==> src/rtl/clk_gate_pkg.sv <==
// ----------------------------------------------------------------------------
// clk_gate_pkg
// Shared types and constants for the per-domain clock/operand gate-enable
// controller (clk_gate_en_ctrl) and its channel sub-module (clk_gate_chan).
//
// Contents:
//   gate_state_e : per-channel state (ST_ON, ST_OFF, ST_WAKE), 2-bit encoded
//   STATS_W      : width of each per-channel OFF-cycle statistics counter,
//                  used only when CLK_GATE_STATS_EN is defined
// ----------------------------------------------------------------------------
package clk_gate_pkg;

    typedef enum logic [1:0] {
        ST_ON   = 2'd0,
        ST_OFF  = 2'd1,
        ST_WAKE = 2'd2
    } gate_state_e;

    localparam int STATS_W = 32;

endpackage : clk_gate_pkg

==> src/rtl/clk_gate_chan.sv <==
// ----------------------------------------------------------------------------
// clk_gate_chan
// One gated domain: ON/OFF/WAKE state machine with a shared idle/wake counter.
// The enable drops after idle_thr consecutive idle samples and comes back
// WAKE_CYCLES+1 edges after activity (or force_on) is seen while OFF.
//
// Optional feature macro: CLK_GATE_STATS_EN
//   When defined, adds a saturating count of cycles spent in OFF
//   (off_cycles) and a synchronous clear (stats_clr, clear wins).
//
// Ports:
//   clk        in   clock
//   rst_n      in   asynchronous active-low reset (returns to ON, en=1)
//   act        in   activity for this domain
//   force_on   in   bring the domain up and keep it up
//   idle_thr   in   idle threshold; 0 disables gating
//   en         out  registered enable to the AND2 gate (1 = pass)
//   off        out  registered, 1 while in OFF
//   in_wake    out  registered, 1 while in WAKE
//   stats_clr  in   (CLK_GATE_STATS_EN) clear the OFF-cycle counter
//   off_cycles out  (CLK_GATE_STATS_EN) saturating OFF-cycle counter
// ----------------------------------------------------------------------------
module clk_gate_chan
    import clk_gate_pkg::*;
#(
    parameter int CNT_W       = 8,
    parameter int WAKE_CYCLES = 2
) (
    input  logic               clk,
    input  logic               rst_n,
    input  logic               act,
    input  logic               force_on,
    input  logic [CNT_W-1:0]   idle_thr,
    output logic               en,
    output logic               off,
    output logic               in_wake
`ifdef CLK_GATE_STATS_EN
    ,
    input  logic               stats_clr,
    output logic [STATS_W-1:0] off_cycles
`endif
);

    localparam logic [CNT_W-1:0] CNT_MAX   = '1;
    localparam logic [CNT_W-1:0] WAKE_LAST = CNT_W'(WAKE_CYCLES - 1);

    gate_state_e      state_reg;
    logic [CNT_W-1:0] cnt_reg;
    logic             en_reg;
    logic             off_reg;
    logic             wake_reg;

    logic [CNT_W-1:0] thr_m1;
    logic             wake_req;
    logic             gate_hit;

    assign thr_m1   = idle_thr - CNT_W'(1);
    assign wake_req = act | force_on;
    // ">=" rather than "==" so that lowering the threshold below the current
    // idle count still gates on the next idle edge instead of waiting for a
    // counter wrap that never happens (the counter saturates).
    assign gate_hit = (idle_thr != '0) && (cnt_reg >= thr_m1);

    always_ff @(posedge clk or negedge rst_n) begin
        if (!rst_n) begin
            state_reg <= ST_ON;
            cnt_reg   <= '0;
            en_reg    <= 1'b1;
            off_reg   <= 1'b0;
            wake_reg  <= 1'b0;
        end else begin
            case (state_reg)
                ST_ON: begin
                    // act (or force_on) on the would-be gating edge wins.
                    if (wake_req) begin
                        cnt_reg <= '0;
                    end else if (gate_hit) begin
                        state_reg <= ST_OFF;
                        cnt_reg   <= '0;
                        en_reg    <= 1'b0;
                        off_reg   <= 1'b1;
                    end else if (cnt_reg != CNT_MAX) begin
                        cnt_reg <= cnt_reg + CNT_W'(1);
                    end
                end
                ST_OFF: begin
                    if (wake_req) begin
                        state_reg <= ST_WAKE;
                        cnt_reg   <= '0;
                        off_reg   <= 1'b0;
                        wake_reg  <= 1'b1;
                    end
                end
                ST_WAKE: begin
                    // Inputs are ignored here: a wake-up always runs to completion.
                    if (cnt_reg == WAKE_LAST) begin
                        state_reg <= ST_ON;
                        cnt_reg   <= '0;
                        en_reg    <= 1'b1;
                        wake_reg  <= 1'b0;
                    end else if (cnt_reg != CNT_MAX) begin
                        cnt_reg <= cnt_reg + CNT_W'(1);
                    end
                end
                default: begin
                    state_reg <= ST_ON;
                    cnt_reg   <= '0;
                    en_reg    <= 1'b1;
                    off_reg   <= 1'b0;
                    wake_reg  <= 1'b0;
                end
            endcase
        end
    end

    assign en      = en_reg;
    assign off     = off_reg;
    assign in_wake = wake_reg;

`ifdef CLK_GATE_STATS_EN
    logic [STATS_W-1:0] off_cnt_reg;

    always_ff @(posedge clk or negedge rst_n) begin
        if (!rst_n) begin
            off_cnt_reg <= '0;
        end else if (stats_clr) begin
            off_cnt_reg <= '0;
        end else if ((state_reg == ST_OFF) && (off_cnt_reg != '1)) begin
            off_cnt_reg <= off_cnt_reg + STATS_W'(1);
        end
    end

    assign off_cycles = off_cnt_reg;
`endif

endmodule : clk_gate_chan

==> src/rtl/clk_gate_en_ctrl.sv <==
// ----------------------------------------------------------------------------
// clk_gate_en_ctrl
// Per-domain gate-enable controller driving the in2 operand of a WIDTH-bit
// AND2 gate array (en_out[i] -> in2[i]; in1[i] carries the domain clock/data).
// Holds the programmable idle threshold, runs the config handshake and
// instantiates one clk_gate_chan per domain.
//
// Optional feature macro: CLK_GATE_STATS_EN
//   When defined, adds stats_clr input and off_cycles output (one saturating
//   32-bit OFF-cycle counter per channel, channel i at [32*i +: 32]).
//
// Ports:
//   clk         in   clock
//   rst_n       in   asynchronous active-low reset
//   act         in   per-domain activity [WIDTH]
//   force_on    in   global request to bring all domains up and hold them up
//   cfg_valid   in   idle-threshold write request
//   cfg_idle    in   new idle threshold [CNT_W]
//   cfg_ready   out  write accepted when cfg_valid && cfg_ready
//   en_out      out  registered enables to the AND2 array [WIDTH]
//   off_status  out  1 while the domain is in OFF [WIDTH]
// ----------------------------------------------------------------------------
module clk_gate_en_ctrl
    import clk_gate_pkg::*;
#(
    parameter int WIDTH        = 1,
    parameter int CNT_W        = 8,
    parameter int IDLE_DEFAULT = 16,
    parameter int WAKE_CYCLES  = 2
) (
    input  logic                     clk,
    input  logic                     rst_n,
    input  logic [WIDTH-1:0]         act,
    input  logic                     force_on,
    input  logic                     cfg_valid,
    input  logic [CNT_W-1:0]         cfg_idle,
    output logic                     cfg_ready,
    output logic [WIDTH-1:0]         en_out,
    output logic [WIDTH-1:0]         off_status
`ifdef CLK_GATE_STATS_EN
    ,
    input  logic                     stats_clr,
    output logic [WIDTH*STATS_W-1:0] off_cycles
`endif
);

    logic [CNT_W-1:0] idle_thr_reg;
    logic [WIDTH-1:0] in_wake;

    // The threshold is not written while any channel is waking, so a
    // wake-up in flight never sees its surroundings change under it.
    // in_wake is registered and resets asynchronously, so cfg_ready is 1
    // as soon as reset asserts.
    assign cfg_ready = ~|in_wake;

    always_ff @(posedge clk or negedge rst_n) begin
        if (!rst_n) begin
            idle_thr_reg <= CNT_W'(IDLE_DEFAULT);
        end else if (cfg_valid && cfg_ready) begin
            idle_thr_reg <= cfg_idle;
        end
    end

    generate
        for (genvar gi = 0; gi < WIDTH; gi++) begin : g_chan
            clk_gate_chan #(
                .CNT_W       (CNT_W),
                .WAKE_CYCLES (WAKE_CYCLES)
            ) u_chan (
                .clk        (clk),
                .rst_n      (rst_n),
                .act        (act[gi]),
                .force_on   (force_on),
                .idle_thr   (idle_thr_reg),
                .en         (en_out[gi]),
                .off        (off_status[gi]),
                .in_wake    (in_wake[gi])
`ifdef CLK_GATE_STATS_EN
                ,
                .stats_clr  (stats_clr),
                .off_cycles (off_cycles[gi*STATS_W +: STATS_W])
`endif
            );
        end
    endgenerate

endmodule : clk_gate_en_ctrl
==> config.mk <==
export PLATFORM = sky130hd
export DESIGN_NAME = clk_gate_en_ctrl
export DESIGN_NICKNAME = d
export VERILOG_FILES = /design/src/rtl/clk_gate_pkg.sv /design/src/rtl/clk_gate_chan.sv /design/src/rtl/clk_gate_en_ctrl.sv
export SDC_FILE = /design/constraint.sdc
export NUM_CORES = 1
export LEC_CHECK = 0
export ABC_AREA = 1
export CELL_PAD_IN_SITES_DETAIL_PLACEMENT = 0
export CELL_PAD_IN_SITES_GLOBAL_PLACEMENT = 2
export CORE_MARGIN = 4
export CORE_UTILIZATION = 28
export DETAILED_ROUTE_END_ITERATION = 16
export HOLD_SLACK_MARGIN = 0.15
export PLACE_DENSITY_LB_ADDON = 0.05
export SLEW_MARGIN = 30
export SYNTH_ARGS = -nofsm -noshare
export SYNTH_HDL_FRONTEND = slang
export SYNTH_SLANG_ARGS = --single-unit
==> constraint.sdc <==
create_clock -name clk -period 2.07 [get_ports clk]
set_clock_uncertainty 0.2 [all_clocks]
set_input_delay 0.414 -clock clk [delete_from_list [all_inputs] [get_ports clk]]
set_output_delay 0.414 -clock clk [all_outputs]
set_load 0.01 [all_outputs]
==> report_table.html, run 1 <==
<table>
<tr><th>Metric</th><th>Value</th></tr>
<tr><th colspan="2">Power and ir drop</th></tr>
<tr><td>Combinational Power Share</td><td>~28%</td></tr>
<tr><td>Max VDD drop</td><td>approximately 220 µV</td></tr>
<tr><td>Fraction of power consumed by sequential logic</td><td>roughly 46%</td></tr>
<tr><td>Switching Power</td><td>slightly above 0.3 mW</td></tr>
<tr><td>P per Cell Area</td><td>approximately 530 nW/µm²</td></tr>
<tr><td>P_leak</td><td>~1 nW</td></tr>
<tr><td>Switching Fraction</td><td>about 30%</td></tr>
<tr><td>Clock share of power</td><td>a little over a quarter</td></tr>
<tr><td>Cell-internal power</td><td>between 0.7 and 0.8 mW</td></tr>
<tr><th colspan="2">Setup path</th></tr>
<tr><td>Critical Path Sink Type</td><td>flip-flop</td></tr>
<tr><td>Worst setup path class</td><td>reg2reg</td></tr>
<tr><td>Crit path cell chain</td><td>nor2_4 &gt; nand3_4 &gt; nor3_4 &gt; xor2_1 &gt; ha_1 &gt; a21oi_2 &gt; o21a_1 &gt; nand2_2 &gt; nand2_2 &gt; nand3_2 &gt; nand2_4 &gt; nand2_1 &gt; nand2_1</td></tr>
<tr><td>CP max-delay cell</td><td>sky130_fd_sc_hd__dfrtp_1</td></tr>
<tr><td>Buffers plus inverters on the worst setup path</td><td>0</td></tr>
<tr><td>Category of cells accounting for the largest share of critical-path delay</td><td>simple AND/OR/NAND/NOR gates</td></tr>
<tr><td>Worst-path fanout max</td><td>8</td></tr>
<tr><td>Element type at the critical path start</td><td>flip-flop</td></tr>
<tr><td>Max stage delay on crit path</td><td>roughly 0.42 ns</td></tr>
<tr><td>Required time at the endpoint of the critical path</td><td>just over 2 ns</td></tr>
<tr><td>Arrival time of data at the critical path endpoint</td><td>2.32 ns</td></tr>
<tr><th colspan="2">Logic synthesis</th></tr>
<tr><td>Netlist area before placement</td><td>between 1000 and 1500 µm²</td></tr>
<tr><td>Gate Count Post-Synth</td><td>slightly below 200</td></tr>
<tr><td>Mean area per synthesized cell</td><td>around 7.3 µm²</td></tr>
<tr><td>Yosys reg bits</td><td>21</td></tr>
<tr><td>Dominant register cell in the synthesized netlist</td><td>sky130_fd_sc_hd__dfrtp_1</td></tr>
<tr><td>Post-Synthesis Net Count</td><td>between 200 and 250</td></tr>
<tr><td>Number of warnings issued by yosys</td><td>0</td></tr>
<tr><td>Number of flops mapped to enable cells by yosys</td><td>0</td></tr>
<tr><td>Fraction of the yosys area taken by sequential cells</td><td>37.5%</td></tr>
<tr><td>Share of flip-flops with an asynchronous set or reset after synthesis</td><td>between 90% and 100%</td></tr>
<tr><td>Synth unique cells</td><td>24</td></tr>
<tr><th colspan="2">Drt</th></tr>
<tr><td>Vias/cell</td><td>4.17</td></tr>
<tr><td>Post-route DRC</td><td>0</td></tr>
<tr><td>Wirelength, routed</td><td>between 3 and 4 mm</td></tr>
<tr><td>Detailed Route Iter0 Violations</td><td>56</td></tr>
<tr><td>DRT antenna net count</td><td>0</td></tr>
<tr><td>Count of vias placed by the detailed router</td><td>1260</td></tr>
<tr><td>Router iterations before antenna repair</td><td>4</td></tr>
<tr><td>Final routed wire length divided by cell count</td><td>about 11 µm</td></tr>
<tr><th colspan="2">STA</th></tr>
<tr><td>PnR worst setup slack</td><td>-0.252 ns</td></tr>
<tr><td>Slew Limit Fails</td><td>0</td></tr>
<tr><td>Clock period minus final worst setup slack</td><td>2.32 ns</td></tr>
<tr><td>Least-Margin Pin Slew</td><td>between 0.4 and 0.5 ns</td></tr>
<tr><td>RSZ-0062 raised after global routing</td><td>true</td></tr>
<tr><td>Maximum operating frequency</td><td>between 0.4 and 0.5 GHz</td></tr>
<tr><td>Final sum of negative setup slack</td><td>-2.43 ns</td></tr>
<tr><td>Final setup viols</td><td>11</td></tr>
<tr><td>Worst-case headroom to the max-slew limit</td><td>~72%</td></tr>
<tr><td>Final Hold Viols</td><td>0</td></tr>
<tr><td>Crit share post-route</td><td>112%</td></tr>
<tr><th colspan="2">Placed design</th></tr>
<tr><td>RePlAce Congestion</td><td>between 0.7 and 0.8</td></tr>
<tr><td>IO buf count</td><td>15</td></tr>
<tr><td>Post-detailed-placement cell area</td><td>around 1800 µm²</td></tr>
<tr><td>Hpwl dp</td><td>approximately 2.6 mm</td></tr>
<tr><th colspan="2">Layout</th></tr>
<tr><td>Layout Utilization</td><td>a little over two fifths</td></tr>
<tr><td>Post-synthesis to final-layout area growth</td><td>41.5%</td></tr>
<tr><td>Number of antenna repair diodes</td><td>0</td></tr>
<tr><td>Share of final-layout standard cells stronger than drive strength 1</td><td>25.5%</td></tr>
<tr><td>Total number of nets in the final design</td><td>260</td></tr>
<tr><td>Summed area of non-filler cells in the final layout</td><td>1990 µm²</td></tr>
<tr><th colspan="2">Die</th></tr>
<tr><td>Effective utilization at floorplan</td><td>29.4%</td></tr>
<tr><td>Horiz. Die Dim</td><td>78.9 µm</td></tr>
<tr><td>Cell Rows</td><td>25</td></tr>
<tr><td>Die outline area</td><td>approximately 6200 µm²</td></tr>
<tr><td>Core footprint</td><td>between 4000 and 5000 µm²</td></tr>
<tr><td>I/O pin count</td><td>16</td></tr>
<tr><td>Die Ht</td><td>78.9 µm</td></tr>
<tr><th colspan="2">Clock network</th></tr>
<tr><td>Number of H-tree branching levels</td><td>1</td></tr>
<tr><td>Number of hold buffers added after cts</td><td>0</td></tr>
<tr><td>Worst-skew pair later-pin latency</td><td>0.26 ns</td></tr>
<tr><td>Clock transition at the registers of the reported paths</td><td>roughly 0.080 ns</td></tr>
<tr><td>TritonCTS Buffers</td><td>3</td></tr>
<tr><td>Max Root-Sink Buffers</td><td>2</td></tr>
<tr><td>Clk Tree Root Cell</td><td>sky130_fd_sc_hd__clkbuf_8</td></tr>
<tr><td>Clock tree from TritonCTS</td><td>done</td></tr>
<tr><td>Count of clock tree sinks</td><td>21</td></tr>
<tr><th colspan="2">Global route</th></tr>
<tr><td>Leftover overflow at the end of global routing</td><td>0</td></tr>
<tr><td>Global-route usage over all layers</td><td>11.7%</td></tr>
<tr><td>Number of global-route vias before repair</td><td>about 1300</td></tr>
<tr><td>Antenna violations before repair</td><td>0</td></tr>
<tr><td>Wire length of the first global-routing pass</td><td>approximately 5.8 mm</td></tr>
<tr><td>Maximum number of pins on one net before global-route repair</td><td>22</td></tr>
<tr><th colspan="2">Min path</th></tr>
<tr><td>Type of the worst min-delay path</td><td>reg2reg</td></tr>
<tr><th colspan="2">Run status</th></tr>
<tr><td>Result of the run</td><td>finished, violations left</td></tr>
<tr><td>Violated checks</td><td>setup timing</td></tr>
<tr><th colspan="2">Flow run</th></tr>
<tr><td>MaxCap Viol Count</td><td>0</td></tr>
</table>
-- path summary, 6_finish.rpt --
check	startpoint	endpoint	slack, ns	depth (start not counted)
setup reg to reg	idle_thr_reg[2]	g_chan[0].u_chan.cnt_reg[3]	-0.25	13
max in group asynchronous	rst_n	idle_thr_reg[4]	1.09	2
hold reg to reg	g_chan[0].u_chan.en	g_chan[0].u_chan.en	0.26	2
min in group asynchronous	rst_n	g_chan[0].u_chan.cnt_reg[6]	0.30	2
setup / recovery	idle_thr_reg[2]	g_chan[0].u_chan.cnt_reg[3]	-0.25	13
hold / removal	g_chan[0].u_chan.en	g_chan[0].u_chan.en	0.26	2
-- worst reg2reg max path: cells and delay by family, from the launching register on --
kind | cells | cell delay [ns]
simple gates | 9 | 0.94
flops | 1 | 0.42
xor+xnor | 1 | 0.17
fa+ha+maj | 1 | 0.30
compound gates | 2 | 0.27
-- placed cells by master (no fill, tap or decap) --
cell,Yosys,final
sky130_fd_sc_hd__nand2_1,58,50
sky130_fd_sc_hd__ha_4,0,2
sky130_fd_sc_hd__nor3_1,2,1
sky130_fd_sc_hd__nor3_4,1,2
sky130_fd_sc_hd__a21oi_1,10,9
sky130_fd_sc_hd__xnor2_1,2,2
sky130_fd_sc_hd__clkinv_1,1,1
sky130_fd_sc_hd__dfstp_2,2,2
sky130_fd_sc_hd__inv_2,1,4
sky130_fd_sc_hd__mux2_2,2,2
sky130_fd_sc_hd__clkbuf_1,1,1
sky130_fd_sc_hd__nor2_4,0,3
sky130_fd_sc_hd__inv_1,29,26
sky130_fd_sc_hd__nand3_2,0,4
sky130_fd_sc_hd__dfrtp_1,19,19
sky130_fd_sc_hd__o21ai_2,1,1
sky130_fd_sc_hd__o21ai_0,2,2
sky130_fd_sc_hd__buf_4,0,23
sky130_fd_sc_hd__buf_6,0,1
sky130_fd_sc_hd__xor2_1,7,7
sky130_fd_sc_hd__o21a_1,1,1
sky130_fd_sc_hd__a21oi_2,0,1
sky130_fd_sc_hd__a31oi_1,1,1
sky130_fd_sc_hd__clkdlybuf4s50_1,0,15
sky130_fd_sc_hd__nand2_2,2,8
sky130_fd_sc_hd__o21ai_1,2,2
sky130_fd_sc_hd__nand3_1,10,5
sky130_fd_sc_hd__nor2_1,26,23
sky130_fd_sc_hd__nand3_4,1,2
sky130_fd_sc_hd__ha_1,11,9
sky130_fd_sc_hd__nand2_4,0,2
sky130_fd_sc_hd__nand4_1,1,1
sky130_fd_sc_hd__clkbuf_8,0,3
-- power groups by stage --
stage                     sequential (mW)  clock [mW]  combinational [mW]
final                               0.478       0.277               0.295
after global routing                0.482       0.304               0.333
after CTS                           0.476       0.287               0.290
after detailed placement            0.477           0               0.266
after global placement              0.476           0               0.260
after floorplan                     0.482           0               0.134
-- cell type report --
cell class                      count  area [µm²]
Timing Repair Buffer               39         334
Sequential cell                    21         528
Fill cell                         494        2790
Tap cell                           67        83.8
Multi-Input combinational cell    140         885
Inverter                           31         116
Clock buffer                        4        45.0
-- Yosys cell counts (2+ instances only) --
cell                      count  share of area (%)
sky130_fd_sc_hd__a21oi_1     10                3.6
sky130_fd_sc_hd__nand2_2      2               0.89
sky130_fd_sc_hd__ha_1        11                9.8
sky130_fd_sc_hd__o21ai_1      2               0.71
sky130_fd_sc_hd__o21ai_0      2               0.71
sky130_fd_sc_hd__nand2_1     58                 15
sky130_fd_sc_hd__mux2_2       2                1.6
sky130_fd_sc_hd__inv_1       29                7.7
sky130_fd_sc_hd__dfrtp_1     19                 34
sky130_fd_sc_hd__nor2_1      26                6.9
sky130_fd_sc_hd__xnor2_1      2                1.2
sky130_fd_sc_hd__nor3_1       2               0.71
sky130_fd_sc_hd__dfstp_2      2                3.7
sky130_fd_sc_hd__nand3_1     10                3.6
sky130_fd_sc_hd__xor2_1       7                4.4
-- routing by layer --
layer  vias up  track usage (%)  part of all wire [%]
met2        13             20.2                    48
met5         -                0                     0
met1       561             14.9                    49
li1        684                -                     -
met4         0             3.61                  0.45
met3         2             2.04                   2.8
-- cell families after synthesis --
kind of cell	share of synthesized area [%]
AO/OA/AOI/OAI	6.58
buffers and inverters	8.53
XOR/XNOR	5.60
flip-flops	37.5
AND/OR/NAND/NOR	30.4
adder cells (fa/ha/maj)	9.78
multiplexers	1.60
-- repair_timing --
action                                 4_1_cts  5_1_grt
pin swaps                                   20        5
setup endpoints to repair                   11       11
resized for setup                           12       14
buffers inserted                             5        0
cloned                                       0        0
endpoints found under the hold margin        0        0
-- per-stage QoR --
step	instances	total power [mW]	worst slack [ns]	hold slack, ns
finish	302	1.05	-0.252	0.260
global route	302	1.12	-0.414	0.292
CTS	302	1.05	-0.277	0.264
detailed placement	293	0.744	-0.342	0.252
global placement	293	0.736	-0.286	0.250
floorplan	193	0.617	-0.135	-0.0816
Note: power is estimated with default switching activity, not from simulation.
==> run 2, diff against run 1 <==
CTS_CLUSTER_DIAMETER = 200   (was not set)
==> results of run 2 <==
Same layout as run 1: the final DEF is identical, and so are final timing and power.
